$ cat config.mk
export PLATFORM = sky130hd
export DESIGN_NAME = vx_fill_collector
export DESIGN_NICKNAME = d
export VERILOG_FILES = /design/src/rtl/vx_fill_pkg.sv /design/src/rtl/vx_fill_slot.sv /design/src/rtl/vx_fill_collector.sv
export SDC_FILE = /design/constraint.sdc
export NUM_CORES = 2
export LEC_CHECK = 0
export ABC_AREA = 1
export BUFFER_PORTS_ARGS = -buffer_cell sky130_fd_sc_hd__buf_2
export CAP_MARGIN = 40
export CORE_MARGIN = 1
export CORE_UTILIZATION = 50
export DETAILED_ROUTE_END_ITERATION = 10
export PLACE_DENSITY_LB_ADDON = 0.08
export SLEW_MARGIN = 30
export SYNTH_ARGS = -nofsm -noshare
export SYNTH_HDL_FRONTEND = slang
export SYNTH_HIERARCHICAL = 1
export SYNTH_SLANG_ARGS = --single-unit
$ cat constraint.sdc
create_clock -name clk -period 2.3 [get_ports clk]
set_clock_uncertainty 0.15 [all_clocks]
set_input_delay 0.115 -clock clk [delete_from_list [all_inputs] [get_ports clk]]
set_output_delay 0.115 -clock clk [all_outputs]
set_load 0.05 [all_outputs]
$ cat src/rtl/vx_fill_pkg.sv
// Shared definitions for the fill collector.
// Contents:
//   calc_beats / calc_sel_bits : derive beat count and beat-select width
//                                from the line and beat widths.
//   BEATS / BEAT_SEL_BITS      : values for the default 64-byte line with
//                                128-bit memory beats.
//   line_t                     : line-data type for the default geometry.
//   fill_state_e               : collector FSM states.
package vx_fill_pkg;

  function automatic int calc_beats(input int line_w, input int mem_w);
    return line_w / mem_w;
  endfunction

  // Width of the beat-select field, kept at least 1 bit so a single-beat
  // configuration still has a legal (constant-zero) counter.
  function automatic int calc_sel_bits(input int beats);
    return (beats > 1) ? $clog2(beats) : 1;
  endfunction

  localparam int DFLT_LINE_WIDTH     = 8 * 64;
  localparam int DFLT_MEM_DATA_WIDTH = 128;
  localparam int BEATS               = calc_beats(DFLT_LINE_WIDTH, DFLT_MEM_DATA_WIDTH);
  localparam int BEAT_SEL_BITS       = calc_sel_bits(BEATS);

  typedef logic [DFLT_LINE_WIDTH-1:0] line_t;

  typedef enum logic [1:0] {
    IDLE    = 2'd0,
    COLLECT = 2'd1,
    FULL    = 2'd2
  } fill_state_e;

endpackage

$ cat src/rtl/vx_fill_slot.sv
// Single-entry valid/ready holding register driving a bank's fill port.
// Ports:
//   clk, reset           : clock, asynchronous active-low reset.
//   load                 : capture load_data/load_addr and raise fill_valid.
//   load_data, load_addr : line and line address to hold.
//   fill_ready           : bank accepts the held line.
//   fill_valid, fill_addr, fill_data : held line presented to the bank.
// The caller only asserts load when the slot is empty or being drained in
// the same cycle; a load takes priority over the drain.
module vx_fill_slot
  import vx_fill_pkg::*;
#(
  parameter int LINE_W = 512,
  parameter int ADDR_W = 26
) (
  input  logic              clk,
  input  logic              reset,
  input  logic              load,
  input  logic [LINE_W-1:0] load_data,
  input  logic [ADDR_W-1:0] load_addr,
  input  logic              fill_ready,
  output logic              fill_valid,
  output logic [ADDR_W-1:0] fill_addr,
  output logic [LINE_W-1:0] fill_data
);

  always_ff @(posedge clk or negedge reset) begin
    if (!reset) begin
      fill_valid <= 1'b0;
      fill_addr  <= '0;
      fill_data  <= '0;
    end else if (load) begin
      fill_valid <= 1'b1;
      fill_addr  <= load_addr;
      fill_data  <= load_data;
    end else if (fill_ready) begin
      fill_valid <= 1'b0;
    end
  end

endmodule

$ cat src/rtl/vx_fill_collector.sv
// Assembles memory-response beats into cache lines for one bank's fill path.
// Ports:
//   clk, reset                      : clock, asynchronous active-low reset.
//   mem_rsp_valid/data/addr/ready   : incoming beats, accepted on valid&&ready.
//   fill_valid/addr/data/ready      : completed line handed to the bank.
//   tag_err                         : sticky, set when a non-zero beat carries
//                                     a line address different from beat 0.
//   busy                            : a line is in assembly or being held.
// The assembly register plus the output slot form a two-deep buffer, so the
// next line is collected while the bank is still taking the previous one.
module vx_fill_collector
  import vx_fill_pkg::*;
#(
  parameter int CACHE_LINE_SIZE = 64,
  parameter int MEM_DATA_WIDTH  = 128,
  parameter int LINE_ADDR_WIDTH = 26
) (
  input  logic                         clk,
  input  logic                         reset,
  input  logic                         mem_rsp_valid,
  input  logic [MEM_DATA_WIDTH-1:0]    mem_rsp_data,
  input  logic [LINE_ADDR_WIDTH-1:0]   mem_rsp_addr,
  output logic                         mem_rsp_ready,
  output logic                         fill_valid,
  output logic [LINE_ADDR_WIDTH-1:0]   fill_addr,
  output logic [8*CACHE_LINE_SIZE-1:0] fill_data,
  input  logic                         fill_ready,
  output logic                         tag_err,
  output logic                         busy
);

  localparam int LINE_W  = 8 * CACHE_LINE_SIZE;
  localparam int N_BEATS = calc_beats(LINE_W, MEM_DATA_WIDTH);
  localparam int SEL_W   = calc_sel_bits(N_BEATS);

  fill_state_e                state_q;
  logic [SEL_W-1:0]           cnt_q;
  logic [LINE_W-1:0]          asm_q;
  logic [LINE_W-1:0]          asm_nxt;
  logic [LINE_ADDR_WIDTH-1:0] asm_addr_q;
  logic [LINE_ADDR_WIDTH-1:0] beat_addr;
  logic                       tag_err_q;
  logic                       accept;
  logic                       last_beat;
  logic                       slot_free;
  logic                       load;
  logic [LINE_W-1:0]          load_data;
  logic [LINE_ADDR_WIDTH-1:0] load_addr;

  // Ready depends on state only, so the bank's ready never ripples back
  // into the memory-response path combinationally.
  assign mem_rsp_ready = (state_q != FULL) && reset;
  assign accept        = mem_rsp_valid && mem_rsp_ready;
  assign last_beat     = (int'(cnt_q) == N_BEATS - 1);
  assign slot_free     = !fill_valid || fill_ready;
  assign tag_err       = tag_err_q;
  assign busy          = (state_q != IDLE) || fill_valid;

  // Beat 0 names the line; later beats are filed under the captured address
  // even when their own address disagrees.
  assign beat_addr = (cnt_q == '0) ? mem_rsp_addr : asm_addr_q;

  // Assembly register with the current beat merged into its slot.
  always_comb begin
    asm_nxt = asm_q;
    for (int k = 0; k < N_BEATS; k++) begin
      if (int'(cnt_q) == k) begin
        asm_nxt[k*MEM_DATA_WIDTH +: MEM_DATA_WIDTH] = mem_rsp_data;
      end
    end
  end

  // Slot load: either drain a completed line parked in FULL, or bypass the
  // assembly register when the last beat arrives and the slot can take it.
  always_comb begin
    load      = 1'b0;
    load_data = asm_nxt;
    load_addr = beat_addr;
    if (state_q == FULL) begin
      load      = slot_free;
      load_data = asm_q;
      load_addr = asm_addr_q;
    end else if (accept && last_beat && slot_free) begin
      load = 1'b1;
    end
  end

  always_ff @(posedge clk or negedge reset) begin
    if (!reset) begin
      state_q    <= IDLE;
      cnt_q      <= '0;
      asm_q      <= '0;
      asm_addr_q <= '0;
      tag_err_q  <= 1'b0;
    end else begin
      case (state_q)
        IDLE, COLLECT: begin
          if (accept) begin
            asm_q <= asm_nxt;
            if (cnt_q == '0) begin
              asm_addr_q <= mem_rsp_addr;
            end else if (mem_rsp_addr != asm_addr_q) begin
              tag_err_q <= 1'b1;
            end
            if (last_beat) begin
              cnt_q   <= '0;
              state_q <= slot_free ? IDLE : FULL;
            end else begin
              cnt_q   <= cnt_q + SEL_W'(1);
              state_q <= COLLECT;
            end
          end
        end
        FULL: begin
          if (slot_free) begin
            state_q <= IDLE;
          end
        end
        default: state_q <= IDLE;
      endcase
    end
  end

  vx_fill_slot #(
    .LINE_W (LINE_W),
    .ADDR_W (LINE_ADDR_WIDTH)
  ) u_slot (
    .clk        (clk),
    .reset      (reset),
    .load       (load),
    .load_data  (load_data),
    .load_addr  (load_addr),
    .fill_ready (fill_ready),
    .fill_valid (fill_valid),
    .fill_addr  (fill_addr),
    .fill_data  (fill_data)
  );

endmodule

==> summary.md <==
| Metric | Value |
|---|---|
| Commonest non-fill, non-tap cell in the layout | nand2_1 |
| Final wirelength | 159,000 µm |
| # setup viols final | 0 |
| Share of layout cells above drive strength 1 | 13.77% |
| Maximum root-to-sink buffer count | 3 |
| Power Internal | 51.61 mW |
| Min Hold Slack | 0.02757 ns |
| Die Wd | 326.7 µm |
| Max Slew Vio Count | 0 |
| WL per Instance | 17.23 µm |
| Required time of the critical path | 2.77 ns |
| Worst slack, placed | 0.06605 ns |
| Yosys cell types | 22 |
| Clk pin slew, worst setup/hold paths | 0.06 ns |
| Setup ws final | 0.1007 ns |
| Vias/cell | 5.201 |
| Die height | 326.7 µm |
| Initial Utilization | 50.65% |
| Switch Pwr | 47.59 mW |
| TritonCTS Buffers | 119 |
| Power, Total | 99.20 mW |
| FP Rows | 118 |
| Pleak | 32.04 nW |
| # DRC | 0 |
| Worst VDD drop | 0.001356 V |
| WS Path Type | reg2reg |
| Core footprint | 104,100 µm² |
| Synth Area in Compound Gates | 15.39% |
| Critical Path AT | 2.67 ns |
| Worst setup SP type | flop |
| Mapped cell area | 52,720 µm² |
| Synth top area cells | dfrtp_1 51%, nand2_1 23%, o21ai_0 12% |
| RSZ-0062 raised after global routing | yes |
| Count of yosys warnings during synthesis | 6 |
| Reg-to-reg critical path endpoint | u_slot/fill_data[439]$_DFFE_PN0P_ |
| Post-Syn Instances | 7,075 |
| Relative slew slack | 43.21% |
| Vias post-DR | 48,020 |
| Critical register-to-register path startpoint | cnt_q[1]$_DFFE_PN0P_ |
| Switching share of total power | 47.97% |
| CTS tree | built |
| Most frequent cells in the layout | 3,292 x nand2_1, 1,299 x o21ai_0, 1,082 x dfrtp_1 |
| Quantity of I/O buffers inserted on ports | 699 |
| R2R Setup Slk | 0.10 ns |
| Initial DRC count | 4,006 |
| IO Pins | 700 |
| Outcome | finished clean |
| Yosys top cell by area | dfrtp_1 |
| DR pass1 iterations | 6 |
| Max-cap viol count | 0 |
| Vias in the first global route | 44,370 |
| Peak Freq | 0.4547 GHz |
| Main combinational cell family by area after synthesis | simple AND/OR/NAND/NOR gates |
| Fin. Hold Viols | 0 |
| H-Tree Depth | 3 |
| Post-Syn Nets | 7,237 |
| DP Wirelength | 103,200 µm |
| Placer Congestion | 0.8221 |
| Antenna violations before repair | 5 |
| First-pass GRT wire length | 244,700 µm |
| Pwr dens | 1560 nW/µm² |
| Power share of the combinational group | 47.0% |
| Post-synthesis mux area share | 0% |
| Root buffer cell | clkbuf_16 |
| Min-delay worst type | in2async |
| Critical path endpoint category | flop |
| DIE AREA | 106,700 µm² |
| Min Tclk post-route | 2.199 ns |
| # nets final | 7,915 |
| Post-Synth XOR/XNOR Area | 0.1495% |
| Clock share of power | 20.4% |
| Sequential Power Share | 32.7% |
| Synth top area share | 51.36% |
| Clk Latency, worst-skew pair | 0.71 ns |
| Finished Core Util | 61.08% |
| GRT Resource Usage Total | 28.59% |
| Seq cells post-synth | 1,082 |
| Post-route ant nets | 0 |
| Tcrit/Tclk final | 95.62% |
| Simple-gate area share of the yosys netlist | 23.66% |
| Setup TNS | 0 ns |
| Cells on worst reg2reg path | 9 |
| Max FO, Critical Path | 70 |
| Pin count of the biggest net entering global routing | 227 |
| Slew @ Worst Pin | 0.8518 ns |
| Synth-to-layout area growth | 20.59% |
| Global route overflow | 0 |
| Seq/Total Area, Yosys | 51.36% |
| Avg Inst Size Synth | 7.452 µm² |
| Sink Count | 1,082 |
| Synth Area in Adders | 0.09493% |
stage by stage:
stage	cells	instance area (µm²)
final	9232	63570
after detailed placement	8843	57520
after CTS	9216	63210
after floorplan	7075	52720
after global placement	8839	57420
after global routing	9230	63570
final cells by class:
cell class / instances / area (µm²)
diodes: 4 / 10.01
clock buffers: 168 / 3412
clock inverters: 48 / 709.4
fillers: 9488 / 40510
inverters: 566 / 2166
multi-input cells: 4952 / 20780
flip-flops and latches: 1082 / 27080
well taps: 1380 / 1727
repair buffers: 1030 / 7674
repair inverters: 2 / 22.52
kinds of logic after synthesis:
group / count (synthesis)
flops: 1082
compound gates: 1621
fa+ha+maj: 4
xor+xnor: 9
simple gates: 3318
buf+inv: 1041
cell usage after synthesis:
cell and count:
dfrtp_1 1082, buf_4 57, clkbuf_1 169, nor2_1 19, buf_8 11, xor2_1 9, inv_1 562, nor2_2 1
ha_1 4, inv_2 3, o21ai_0 1299, buf_2 175, nor2_4 1, buf_1 3, a21oi_1 4, nand3_2 1
buf_6 59, buf_12 1, o21ai_1 318, nand2_1 3292, nand3_1 4, inv_6 1
worst max path at each step:
stage / start / endpoint / slack (ns) / depth (start not counted)
after global placement: state_q[1]$_DFFE_PN0P_ / u_slot/fill_data[95]$_DFFE_PN0P_ / 0.08 / 8
after global routing: state_q[1]$_DFFE_PN0P_ / u_slot/fill_data[268]$_DFFE_PN0P_ / -0.05 / 9
after CTS: state_q[1]$_DFFE_PN0P_ / u_slot/fill_data[95]$_DFFE_PN0P_ / 0.05 / 8
after floorplan: cnt_q[0]$_DFFE_PN0P_ / u_slot/fill_addr[10]$_DFFE_PN0P_ / 0.02 / 12
final: cnt_q[1]$_DFFE_PN0P_ / u_slot/fill_data[439]$_DFFE_PN0P_ / 0.10 / 9
after detailed placement: state_q[1]$_DFFE_PN0P_ / u_slot/fill_data[95]$_DFFE_PN0P_ / 0.07 / 8
repair_timing:
item                                    4_1_cts  5_1_grt
gates resized for setup                       0       19
hold buffers                                157        0
setup buffers                                 0        2
endpoints found under the hold margin      1667        0
endpoints found under the setup margin        0      446
sequential cells by signal, indices dropped and copies added (netlist names):
signal / cells
asm_q: 512
u_slot/fill_data: 512
asm_addr_q: 26
u_slot/fill_addr: 26
cnt_q: 2
state_q: 2
tag_err: 1
u_slot/fill_valid: 1
worst max-delay path, cell delays in order, from the launching register on:
cell and delay, ns:
dfrtp_1 0.46, ha_4 0.19, buf_12 0.30, buf_4 0.32, nand2_1 0.08, o21ai_0 0.12
nand2_1 0.09, o21ai_1 0.19, nand2_1 0.10, nand2_1 0.09
power by group through the flow:
stage | registers [mW] | logic (mW) | clock network (mW)
floorplan | 46.6 | 18.9 | 0
global placement | 32.5 | 44.9 | 0
detailed placement | 32.5 | 46.0 | 0
CTS | 32.4 | 46.4 | 20.6
global route | 33.2 | 51.4 | 21.3
finish | 32.4 | 46.6 | 20.2
layer usage:
layer | track usage, % | share of wire [%]
met5 | 0 | 0
met4 | 9.376 | 2.9
met3 | 4.524 | 6.4
met2 | 45.69 | 47
met1 | 39.79 | 44
Power figures use the tool's default switching activity.
